==> config.mk <==
export PLATFORM = sky130hd
export DESIGN_NAME = alu_op_driver_flat
export DESIGN_NICKNAME = d
export VERILOG_FILES = /design/src/rtl/alu_pkg.sv /design/src/rtl/alu_op_driver_if.sv /design/src/rtl/alu_rsp_fifo.sv /design/src/rtl/alu_op_driver.sv /design/src/flat_wrapper.sv
export SDC_FILE = /design/constraint.sdc
export NUM_CORES = 1
export LEC_CHECK = 0
export CAP_MARGIN = 5
export CORE_ASPECT_RATIO = 1.5
export CORE_MARGIN = 4
export CORE_UTILIZATION = 50
export DETAILED_ROUTE_END_ITERATION = 16
export GPL_TIMING_DRIVEN = 0
export PLACE_DENSITY = 0.81
export SLEW_MARGIN = 20
export SYNTH_ARGS = -nofsm -noshare
export SYNTH_HDL_FRONTEND = slang
export SYNTH_SLANG_ARGS = --single-unit
==> constraint.sdc <==
create_clock -name clk -period 6.6 [get_ports clk]
set_input_delay 1.32 -clock clk [delete_from_list [all_inputs] [get_ports clk]]
set_output_delay 1.32 -clock clk [all_outputs]
set_load 0.005 [all_outputs]
==> src/rtl/alu_pkg.sv <==
// Shared definitions for the registered 16-bit ALU and its operation driver.
//   ALU_W        operand/result width of the ALU
//   ALU_LATENCY  cycles from the operand launch edge to y valid
//   alu_op_t     2-bit op select: add, sub, and, or
//   alu_golden() reference result for one op; arithmetic wraps mod 2^ALU_W
package alu_pkg;

  localparam int ALU_W       = 16;
  localparam int ALU_LATENCY = 2;

  typedef enum logic [1:0] {
    ALU_ADD = 2'b00,
    ALU_SUB = 2'b01,
    ALU_AND = 2'b10,
    ALU_OR  = 2'b11
  } alu_op_t;

  function automatic logic [ALU_W-1:0] alu_golden(input logic [ALU_W-1:0] a,
                                                  input logic [ALU_W-1:0] b,
                                                  input alu_op_t op);
    logic [ALU_W-1:0] r;
    case (op)
      ALU_ADD: r = a + b;
      ALU_SUB: r = a - b;
      ALU_AND: r = a & b;
      default: r = a | b;
    endcase
    return r;
  endfunction

endpackage

==> src/rtl/alu_op_driver_if.sv <==
// Request/response bundle between a command source and alu_op_driver.
//   req_valid/req_ready/req_a/req_b/req_sel  operation request
//   rsp_valid/rsp_ready/rsp_y/rsp_sel        result return (FIFO head)
// Handshake rule for both channels: a transfer happens on a rising clock
// edge where valid and ready are both 1; the sender keeps valid and its data
// stable until that edge, and ready never depends combinationally on valid.
// Modports: master = command source, slave = driver.
interface alu_op_driver_if #(
  parameter int W = 16
);
  logic         req_valid;
  logic         req_ready;
  logic [W-1:0] req_a;
  logic [W-1:0] req_b;
  logic [1:0]   req_sel;
  logic         rsp_valid;
  logic         rsp_ready;
  logic [W-1:0] rsp_y;
  logic [1:0]   rsp_sel;

  modport master (
    output req_valid, req_a, req_b, req_sel, rsp_ready,
    input  req_ready, rsp_valid, rsp_y, rsp_sel
  );

  modport slave (
    input  req_valid, req_a, req_b, req_sel, rsp_ready,
    output req_ready, rsp_valid, rsp_y, rsp_sel
  );
endinterface

==> src/rtl/alu_rsp_fifo.sv <==
// First-word-fall-through response FIFO.
//   clk, rst_n  clock, asynchronous active-low reset (clears contents too)
//   push, din   write one entry
//   pop         remove the head entry; dout always shows the head
//   count       number of stored entries; full/empty derived from it
// Push and pop in the same cycle is legal at any occupancy, including full.
module alu_rsp_fifo #(
  parameter int W     = 18,
  parameter int DEPTH = 4
) (
  input  logic                     clk,
  input  logic                     rst_n,
  input  logic                     push,
  input  logic [W-1:0]             din,
  input  logic                     pop,
  output logic [W-1:0]             dout,
  output logic [$clog2(DEPTH):0]   count,
  output logic                     full,
  output logic                     empty
);
  localparam int AW = $clog2(DEPTH);

  logic [W-1:0]  mem [DEPTH];
  logic [AW-1:0] wr_ptr;
  logic [AW-1:0] rd_ptr;
  logic          push_ok;
  logic          pop_ok;

  assign empty   = (count == '0);
  assign full    = (count == (AW+1)'(DEPTH));
  assign pop_ok  = pop & ~empty;
  // When full, the slot being written is the head that leaves this same edge.
  assign push_ok = push & (~full | pop_ok);
  assign dout    = mem[rd_ptr];

  always_ff @(posedge clk or negedge rst_n) begin
    if (!rst_n) begin
      for (int i = 0; i < DEPTH; i++) mem[i] <= '0;
      wr_ptr <= '0;
      rd_ptr <= '0;
      count  <= '0;
    end else begin
      if (push_ok) begin
        mem[wr_ptr] <= din;
        wr_ptr      <= wr_ptr + 1'b1;
      end
      if (pop_ok) rd_ptr <= rd_ptr + 1'b1;
      case ({push_ok, pop_ok})
        2'b10:   count <= count + 1'b1;
        2'b01:   count <= count - 1'b1;
        default: ;
      endcase
    end
  end

endmodule

==> src/rtl/alu_op_driver.sv <==
// Operation driver for the registered ALU (operands registered, sel
// combinational, y registered).
//   clk, rst_n          clock, asynchronous active-low reset
//   io (slave)          request in / response out, see alu_op_driver_if
//   alu_a, alu_b        operands, loaded on the accept edge E
//   alu_sel             op select, one cycle behind the operands (E+1..E+2)
//   alu_y               ALU result, captured at E+3 into the response FIFO
//   err                 sticky result mismatch flag
// Optional build macro ALU_DRIVER_CHECK_EN: adds a golden-model compare at
// capture time that sets err on the first wrong alu_y. Without it err is 0.
module alu_op_driver
  import alu_pkg::*;
#(
  parameter int W          = ALU_W,
  parameter int FIFO_DEPTH = 4,
  parameter int ALU_LAT    = ALU_LATENCY
) (
  input  logic           clk,
  input  logic           rst_n,
  alu_op_driver_if.slave io,
  output logic [W-1:0]   alu_a,
  output logic [W-1:0]   alu_b,
  output logic [1:0]     alu_sel,
  input  logic [W-1:0]   alu_y,
  output logic           err
);
  localparam int AW = $clog2(FIFO_DEPTH);
  localparam int CW = $clog2(FIFO_DEPTH + ALU_LAT + 1) + 1;

  // v[i] marks an op launched i edges ago; sel_pipe[i] is its select.
  logic [ALU_LAT:0] v;
  logic [1:0]       sel_pipe [ALU_LAT+1];
  logic [CW-1:0]    inflight;
  logic [CW-1:0]    credit;
  logic [AW:0]      fifo_count;
  logic             fifo_full;
  logic             fifo_empty;
  logic [W+1:0]     fifo_head;
  logic             accept;

  always_comb begin
    inflight = '0;
    for (int i = 0; i <= ALU_LAT; i++) inflight = inflight + CW'(v[i]);
  end

  // Every launched op already owns a FIFO slot, so the ALU path never stalls.
  assign credit       = CW'(fifo_count) + inflight;
  assign io.req_ready = ~fifo_full & (credit < CW'(FIFO_DEPTH));
  assign accept       = io.req_valid & io.req_ready;
  assign alu_sel      = sel_pipe[1];

  always_ff @(posedge clk or negedge rst_n) begin
    if (!rst_n) begin
      v     <= '0;
      alu_a <= '0;
      alu_b <= '0;
      for (int i = 0; i <= ALU_LAT; i++) sel_pipe[i] <= '0;
    end else begin
      v <= {v[ALU_LAT-1:0], accept};
      if (accept) begin
        alu_a       <= io.req_a;
        alu_b       <= io.req_b;
        sel_pipe[0] <= io.req_sel;
      end
      // Stages only load behind a valid op, so alu_sel holds while idle.
      for (int i = 1; i <= ALU_LAT; i++)
        if (v[i-1]) sel_pipe[i] <= sel_pipe[i-1];
    end
  end

  alu_rsp_fifo #(
    .W     (W + 2),
    .DEPTH (FIFO_DEPTH)
  ) u_fifo (
    .clk   (clk),
    .rst_n (rst_n),
    .push  (v[ALU_LAT]),
    .din   ({sel_pipe[ALU_LAT], alu_y}),
    .pop   (io.rsp_valid & io.rsp_ready),
    .dout  (fifo_head),
    .count (fifo_count),
    .full  (fifo_full),
    .empty (fifo_empty)
  );

  assign io.rsp_valid = ~fifo_empty;
  assign io.rsp_sel   = fifo_head[W+1:W];
  assign io.rsp_y     = fifo_head[W-1:0];

`ifdef ALU_DRIVER_CHECK_EN
  // Operand copies travel with the op so the compare lines up with capture.
  logic [W-1:0] a_pipe [1:ALU_LAT];
  logic [W-1:0] b_pipe [1:ALU_LAT];

  always_ff @(posedge clk or negedge rst_n) begin
    if (!rst_n) begin
      err <= 1'b0;
      for (int i = 1; i <= ALU_LAT; i++) begin
        a_pipe[i] <= '0;
        b_pipe[i] <= '0;
      end
    end else begin
      if (v[0]) begin
        a_pipe[1] <= alu_a;
        b_pipe[1] <= alu_b;
      end
      for (int i = 2; i <= ALU_LAT; i++)
        if (v[i-1]) begin
          a_pipe[i] <= a_pipe[i-1];
          b_pipe[i] <= b_pipe[i-1];
        end
      if (v[ALU_LAT] &&
          (alu_y != alu_golden(a_pipe[ALU_LAT], b_pipe[ALU_LAT],
                               alu_op_t'(sel_pipe[ALU_LAT]))))
        err <= 1'b1;
    end
  end
`else
  assign err = 1'b0;
`endif

endmodule

==> src/flat_wrapper.sv <==
// flat-port wrapper written by rule: the top's interface ports become plain ports
module alu_op_driver_flat import alu_pkg::*;
#(
  parameter int W          = ALU_W,
  parameter int FIFO_DEPTH = 4,
  parameter int ALU_LAT    = ALU_LATENCY
)
  (clk, rst_n, alu_a, alu_b, alu_sel, alu_y, err, io_req_valid, io_req_a, io_req_b, io_req_sel, io_rsp_ready, io_req_ready, io_rsp_valid, io_rsp_y, io_rsp_sel);
  alu_op_driver_if #(.W(W)) io_i ();
  input  logic clk;
  input  logic rst_n;
  output logic [W-1:0] alu_a;
  output logic [W-1:0] alu_b;
  output logic [1:0] alu_sel;
  input  logic [W-1:0] alu_y;
  output logic err;
  input wire logic [$bits(io_i.req_valid)-1:0] io_req_valid;
  input wire logic [$bits(io_i.req_a)-1:0] io_req_a;
  input wire logic [$bits(io_i.req_b)-1:0] io_req_b;
  input wire logic [$bits(io_i.req_sel)-1:0] io_req_sel;
  input wire logic [$bits(io_i.rsp_ready)-1:0] io_rsp_ready;
  output wire logic [$bits(io_i.req_ready)-1:0] io_req_ready;
  output wire logic [$bits(io_i.rsp_valid)-1:0] io_rsp_valid;
  output wire logic [$bits(io_i.rsp_y)-1:0] io_rsp_y;
  output wire logic [$bits(io_i.rsp_sel)-1:0] io_rsp_sel;
  assign io_i.req_valid = io_req_valid;
  assign io_i.req_a = io_req_a;
  assign io_i.req_b = io_req_b;
  assign io_i.req_sel = io_req_sel;
  assign io_i.rsp_ready = io_rsp_ready;
  assign io_req_ready = io_i.req_ready;
  assign io_rsp_valid = io_i.rsp_valid;
  assign io_rsp_y = io_i.rsp_y;
  assign io_rsp_sel = io_i.rsp_sel;
  alu_op_driver #(.W(W), .FIFO_DEPTH(FIFO_DEPTH), .ALU_LAT(ALU_LAT)) u_core (.clk(clk), .rst_n(rst_n), .io(io_i), .alu_a(alu_a), .alu_b(alu_b), .alu_sel(alu_sel), .alu_y(alu_y), .err(err));
endmodule
; Yosys cells after proc, flatten, opt, wreduce, memory -nomap -nowiden
; Cells that the tools add are included.
[op_classes]
add_sub_neg = 7
magnitude_cmp = 4
eq_ne = 3
n_mux = 7
bitwise = 10
n_reduce_logical = 3
[op_table]
columns = cell, n
row1 = $bwmux W72, 1
row2 = $mux W18, 3
row3 = $bmux W18 S2, 1
row4 = $demux W18 S2, 1
row5 = $ge A3 B3 Y1 const B, 2
row6 = $not A2 Y3, 2
row7 = $pmux W3 S2, 1
row8 = $and A1 B1 Y1, 5
row9 = $add A2 B1 Y2 const B, 2
row10 = $add A3 B4 Y4, 1
row11 = $add A4 B1 Y4, 1
row12 = $lt A4 B3 Y1 const B, 1
row13 = $add A3 B1 Y3 const B, 1
row14 = $eq A3 B3 Y1 const B, 1
row15 = $logic_not A3 Y1, 1
row16 = $lt A3 B1 Y1 const B, 1
row17 = $sub A3 B1 Y3 const B, 1
row18 = $add A1 B1 Y2, 1
row19 = $eq A2 B1 Y1 const B, 1
row20 = $eq A2 B2 Y1 const B, 1
row21 = $not A1 Y1, 2
row22 = $reduce_bool A2 Y1, 1
row23 = $logic_and A1 B1 Y1, 1
row24 = $or A1 B1 Y1, 1
[word_totals]
regBits = 120
input_bits = 54
out_inout_bits = 55
word_cells = 47

; Depth between registers and ports, before layout
[depth]
word_depth = 8
depth_mapped = 8
depth_no_buf = 8

; Hierarchy
; Synthesis repeated with hierarchy kept, for this count alone.
[hier_totals]
hier_cells = 310
hier_area_um2 = 5291.3
[by_module_without_submodules]
columns = mod, n_inst, cells_per_inst, area_per_inst_um2, seq_area_each_um2
row1 = alu_rsp_fifo, 1, 211, 3529.6, 1976.9
row2 = alu_op_driver, 1, 99, 1761.7, 1026.0

; Worst setup path before layout
; OpenSTA, ideal clock, no wires.
[synth_path]
path_kind = input to register
startpoint = in io_rsp_ready
endpoint = reg u_core.u_fifo.count[2]
setup_time_ns = 0.079
arrival_time_ns = 2.852
required_ns = 6.521
setup_slack_ns = 3.669
stages = 8
path_buffers = 0
path_cell_list = nor4b_4 -> or2b_1 -> ha_1 -> inv_1 -> fa_1 -> xor2_1 -> nor2_1 -> xor2_1
[synth_between]
elab_chain_len = 6
word_cells_on_any_way = 8
classes_between = 2 x eq/ne / 1 x mux / 4 x bitwise / 1 x reduce/logical
[synth_lines]
columns = item, line
row1 = "start, declared", flat_wrapper.sv:21  ; input wire logic [$bits(io_i.rsp_ready)-1:0] io_rsp_ready;
row2 = $and A1 B1 Y1 (*), alu_op_driver.sv:79  ; .pop (io.rsp_valid & io.rsp_ready),
row3 = $and A1 B1 Y1 (*), alu_rsp_fifo.sv:31  ; assign pop_ok = pop & ~empty;
row4 = $or A1 B1 Y1, alu_rsp_fifo.sv:33  ; assign push_ok = push & (~full | pop_ok);
row5 = $and A1 B1 Y1, alu_rsp_fifo.sv:33
row6 = $eq A2 B1 Y1 or $eq A2 B2 Y1 (tied branches), alu_rsp_fifo.sv:48  ; case ({push_ok, pop_ok})
row7 = $pmux W3 S2 or $reduce_bool A2 Y1 (tied branches), n/a
row8 = "end signal, assigned", alu_rsp_fifo.sv:49  ; 2'b10: count <= count + 1'b1;
row9 = "end signal, assigned", alu_rsp_fifo.sv:50  ; 2'b01: count <= count - 1'b1;
row10 = "end, declared", alu_rsp_fifo.sv:17  ; output logic [$clog2(DEPTH):0] count,
; Every way passes the cells marked *; elsewhere a longest branch is shown, timed or not.
; A chain may end at the register's enable or synchronous reset.

; Final worst setup path
[layout_path]
startpoint = reg u_core.u_fifo.rd_ptr[1]
endpoint = out io_rsp_y[1]
[layout_between]
elab_chain_len = 4
[layout_lines]
columns = item, line
row1 = "start, declared", alu_rsp_fifo.sv:25  ; logic [AW-1:0] rd_ptr;
row2 = "start signal, assigned", alu_rsp_fifo.sv:47  ; if (pop_ok) rd_ptr <= rd_ptr + 1'b1;
row3 = $not A2 Y3 (not written as such), alu_rsp_fifo.sv:34  ; assign dout = mem[rd_ptr];
row4 = $bmux W18 S2, alu_rsp_fifo.sv:34
row5 = $mux W18 (not written as such) (2 in a row), alu_rsp_fifo.sv:34
row6 = "end, declared", flat_wrapper.sv:24  ; output wire logic [$bits(io_i.rsp_y)-1:0] io_rsp_y;
; Every way passes these cells. The select of a mux whose other input is x is not followed.

==> impl_metrics.ini <==
[setup_path]
worstPathRequired_ns = 5.28
critical_path.max_fanout = 10
timing.critical_path.to_type = output port
critPathMaxStageDelay_ns = 0.47
critPathArrivalTime_ns = 2.47
regToRegEndpoint = u_core.u_fifo.count[2]
slowest_stage = clkbuf_1
worst-setup-path-type = reg -> out
path_cells = clkbuf_1 -> buf_2 -> mux4_2 -> clkdlybuf4s50_1
cp_top_family = buffers and inverters
setup.worst_path.start_class = register
r2r_start = u_core.u_fifo.count[1]
cp.buffers_inverters = 3
r2r_setup_slack_ns = 4.27
rr_worst_depth = 8

[logic_synthesis]
synth_area_leader_cell = dfrtp_1
syn_inst = 305
synth_edf_count = 0
synthXorXnorAreaFrac = 0.0100
avgSynthCellArea_um2 = 17.2
synth_compound_area_frac = 0.00666
synthesis.nets = 368
async_flop_share = 1.00
ys_types = 26
synth-simple-area-share = 0.0162
yosysMostFrequentCell = dfrtp_1
synth-seq-cells = 120
yosys_warnings = 0
synth_ff_type = dfrtp_1
synth_top_area_frac = 0.571
yosysSeqAreaShare = 0.571
synth_top_family_by_area = multiplexers
synthMuxAreaShare = 0.337
synthAdderAreaFrac = 0.0228
syn-cell-area_mm2 = 0.00526
yosys-top-cells-area = dfrtp_1 (57%), mux2_2 (18%), mux2_4 (8.3%)
synth_common_cells = dfrtp_1 (120), mux2_2 (82), mux2_4 (29)

[cts]
clockBufferDepth = 2
clk_latency_ns = 0.40
cts_setup_buffers = 0
clk_pin_slew_ns = 0.05
cts-root-buf = clkbuf_16
cts_buffers = 17
clock_sinks = 120
postCtsHoldBufs = 0
cts_tree = done
cts_resized = 0
htreeDepth = 4

[detailed_routing]
wl_per_cell_um = 17.6
initialDrtViolationCount = 113
via_per_inst = 5.14
drt_pass1_iterations = 4
wl_met2_um = 5490
route.met3.wl_um = 537
vias = 3014
wl_um = 10300
wl_met1_um = 4150
top_layer = met4
ant_nets = 0
route.detailed.drc = 0

[final_layout]
final_nets = 495
diodes = 0
syn2layout_area_growth_pct = 37.1
instances_no_fill = 586
layout-drive-gt1-share = 0.409
final_util = 0.707

[floorplanning]
start_util = 0.516
num_io_pins = 109
die_w_um = 91.7
coreArea_mm2 = 0.0102
die_h_um = 134
dieArea_mm2 = 0.0123
rows = 45

[power_and_ir_drop]
peakVddDrop_mv = 0.275
power_leakage_nw = 3.13
p_total_mw = 3.98
powerDensity_mw_per_mm2 = 553

[timing]
rsz0062_at_grt = no
hold_viol = 0
period_share = 0.574
fmax_ghz = 0.264
setup_violations = 0
fin_crit_ns = 3.79
relSlewSlack = 0.591
fin_ws_ns = 2.81
finClkSkew_ns = 0.00785
worst_slew_pin_slew_ns = 0.613
maxSlewViolCount = 0

[placed_design]
port_buffers = 107
gp_congestion = 0.701
place_ws_ns = 2.98
placed_cells = 554
hpwl_um = 7040

[hold_path]
worstHoldEndpoint = u_core.v[1]
hp-class = reg -> reg
whs_path_depth = 0
hp-start = u_core.v[0]

[global_route]
grt_pass1_wl_um = 17600
first_global_vias = 3494
grt.overflow.total = 0
track_usage = 0.185
antenna_found_initial = 0
grt_max_degree = 73

[run]
cap_viol_max_count = 0

[outcome]
outcome = complete, no violations
==> flip-flops by register name, summed over array words and instances (netlist names) <==
| register | cells |
|---|---|
| u_core.u_fifo.count | 3 |
| u_core.alu_a | 16 |
| u_core.u_fifo.rd_ptr | 2 |
| u_core.alu_sel | 2 |
| u_core.u_fifo.mem | 72 |
| u_core.u_fifo.wr_ptr | 2 |
| u_core.sel_pipe | 4 |
| u_core.alu_b | 16 |
| u_core.v | 3 |
==> cells in the final DEF, fill, tap and decap left out, drive strengths merged, types with 2 or more instances in the layout <==
cell type,netlist,layout
mux4,18,18
dfrtp,120,120
clkinvlp,0,2
inv,7,7
xor2,3,3
mux2,111,111
clkinv,0,4
nor2,5,5
clkbuf,1,22
ha,8,8
clkdlybuf4s50,0,106
bufinv,0,5
nand2,5,5
buf,14,16
xnor2,3,3
==> through the flow <==
stage          instance area (µm²)  hold WS, ns  setup TNS [ns]
6_report                      7210        0.452               0
5_1_grt                       7210        0.483               0
4_1_cts                       7210        0.463               0
3_5_place_dp                  6530        0.443               0
3_3_place_gp                  6500        0.440          -22.56
2_1_floorplan                 5260        0.412               0
==> cell families (layout without fill, tap and decap cells) <==
logic type,after synthesis,count (layout)
buf+inv,22,162
compound gates,4,4
mux,130,130
flops,120,120
simple gates,13,13
xor+xnor,6,6
other cells,1,1
fa+ha+maj,9,9
==> per-layer routing <==
layer	up-vias	global-route usage
met2	88	0.315
li1	1361	-
met3	16	0.0655
met5	-	0
met4	0	0.0620
met1	1549	0.218
==> worst reg2reg max path, delay by kind of cell (launching register included) <==
family,cells,cell delay (ns)
XOR/XNOR,2,0.31
adder cells (fa/ha/maj),2,0.58
buffers and inverters,1,0.07
flip-flops,1,0.44
AND/OR/NAND/NOR,3,0.85
==> cell type report <==
type	count	area [µm²]
sequential	120	3000
fill	684	2980
multi-input combinational	163	2070
timing repair buffer	108	1100
clock buffer	21	480
clock inverter	11	193
tap	141	176
buffer	15	158
inverter	7	26.3
==> worst max-delay path by stage <==
stage	start	depth (start not counted)	endpoint
floorplan	io_rsp_ready	8	u_core.u_fifo.count[2]
global placement	rst_n	1	u_core.alu_b[3]
detailed placement	io_rsp_ready	9	u_core.u_fifo.count[2]
CTS	u_core.u_fifo.rd_ptr[1]	4	io_rsp_y[1]
global route	u_core.u_fifo.rd_ptr[1]	4	io_rsp_y[1]
finish	u_core.u_fifo.rd_ptr[1]	4	io_rsp_y[1]
==> power by group <==
| part | internal (mW) | switching, mW |
|---|---|---|
| clock network | 0.710 | 0.319 |
| logic | 1.10 | 0.508 |
| registers | 1.12 | 0.223 |
(Power assumes the default switching activity.)
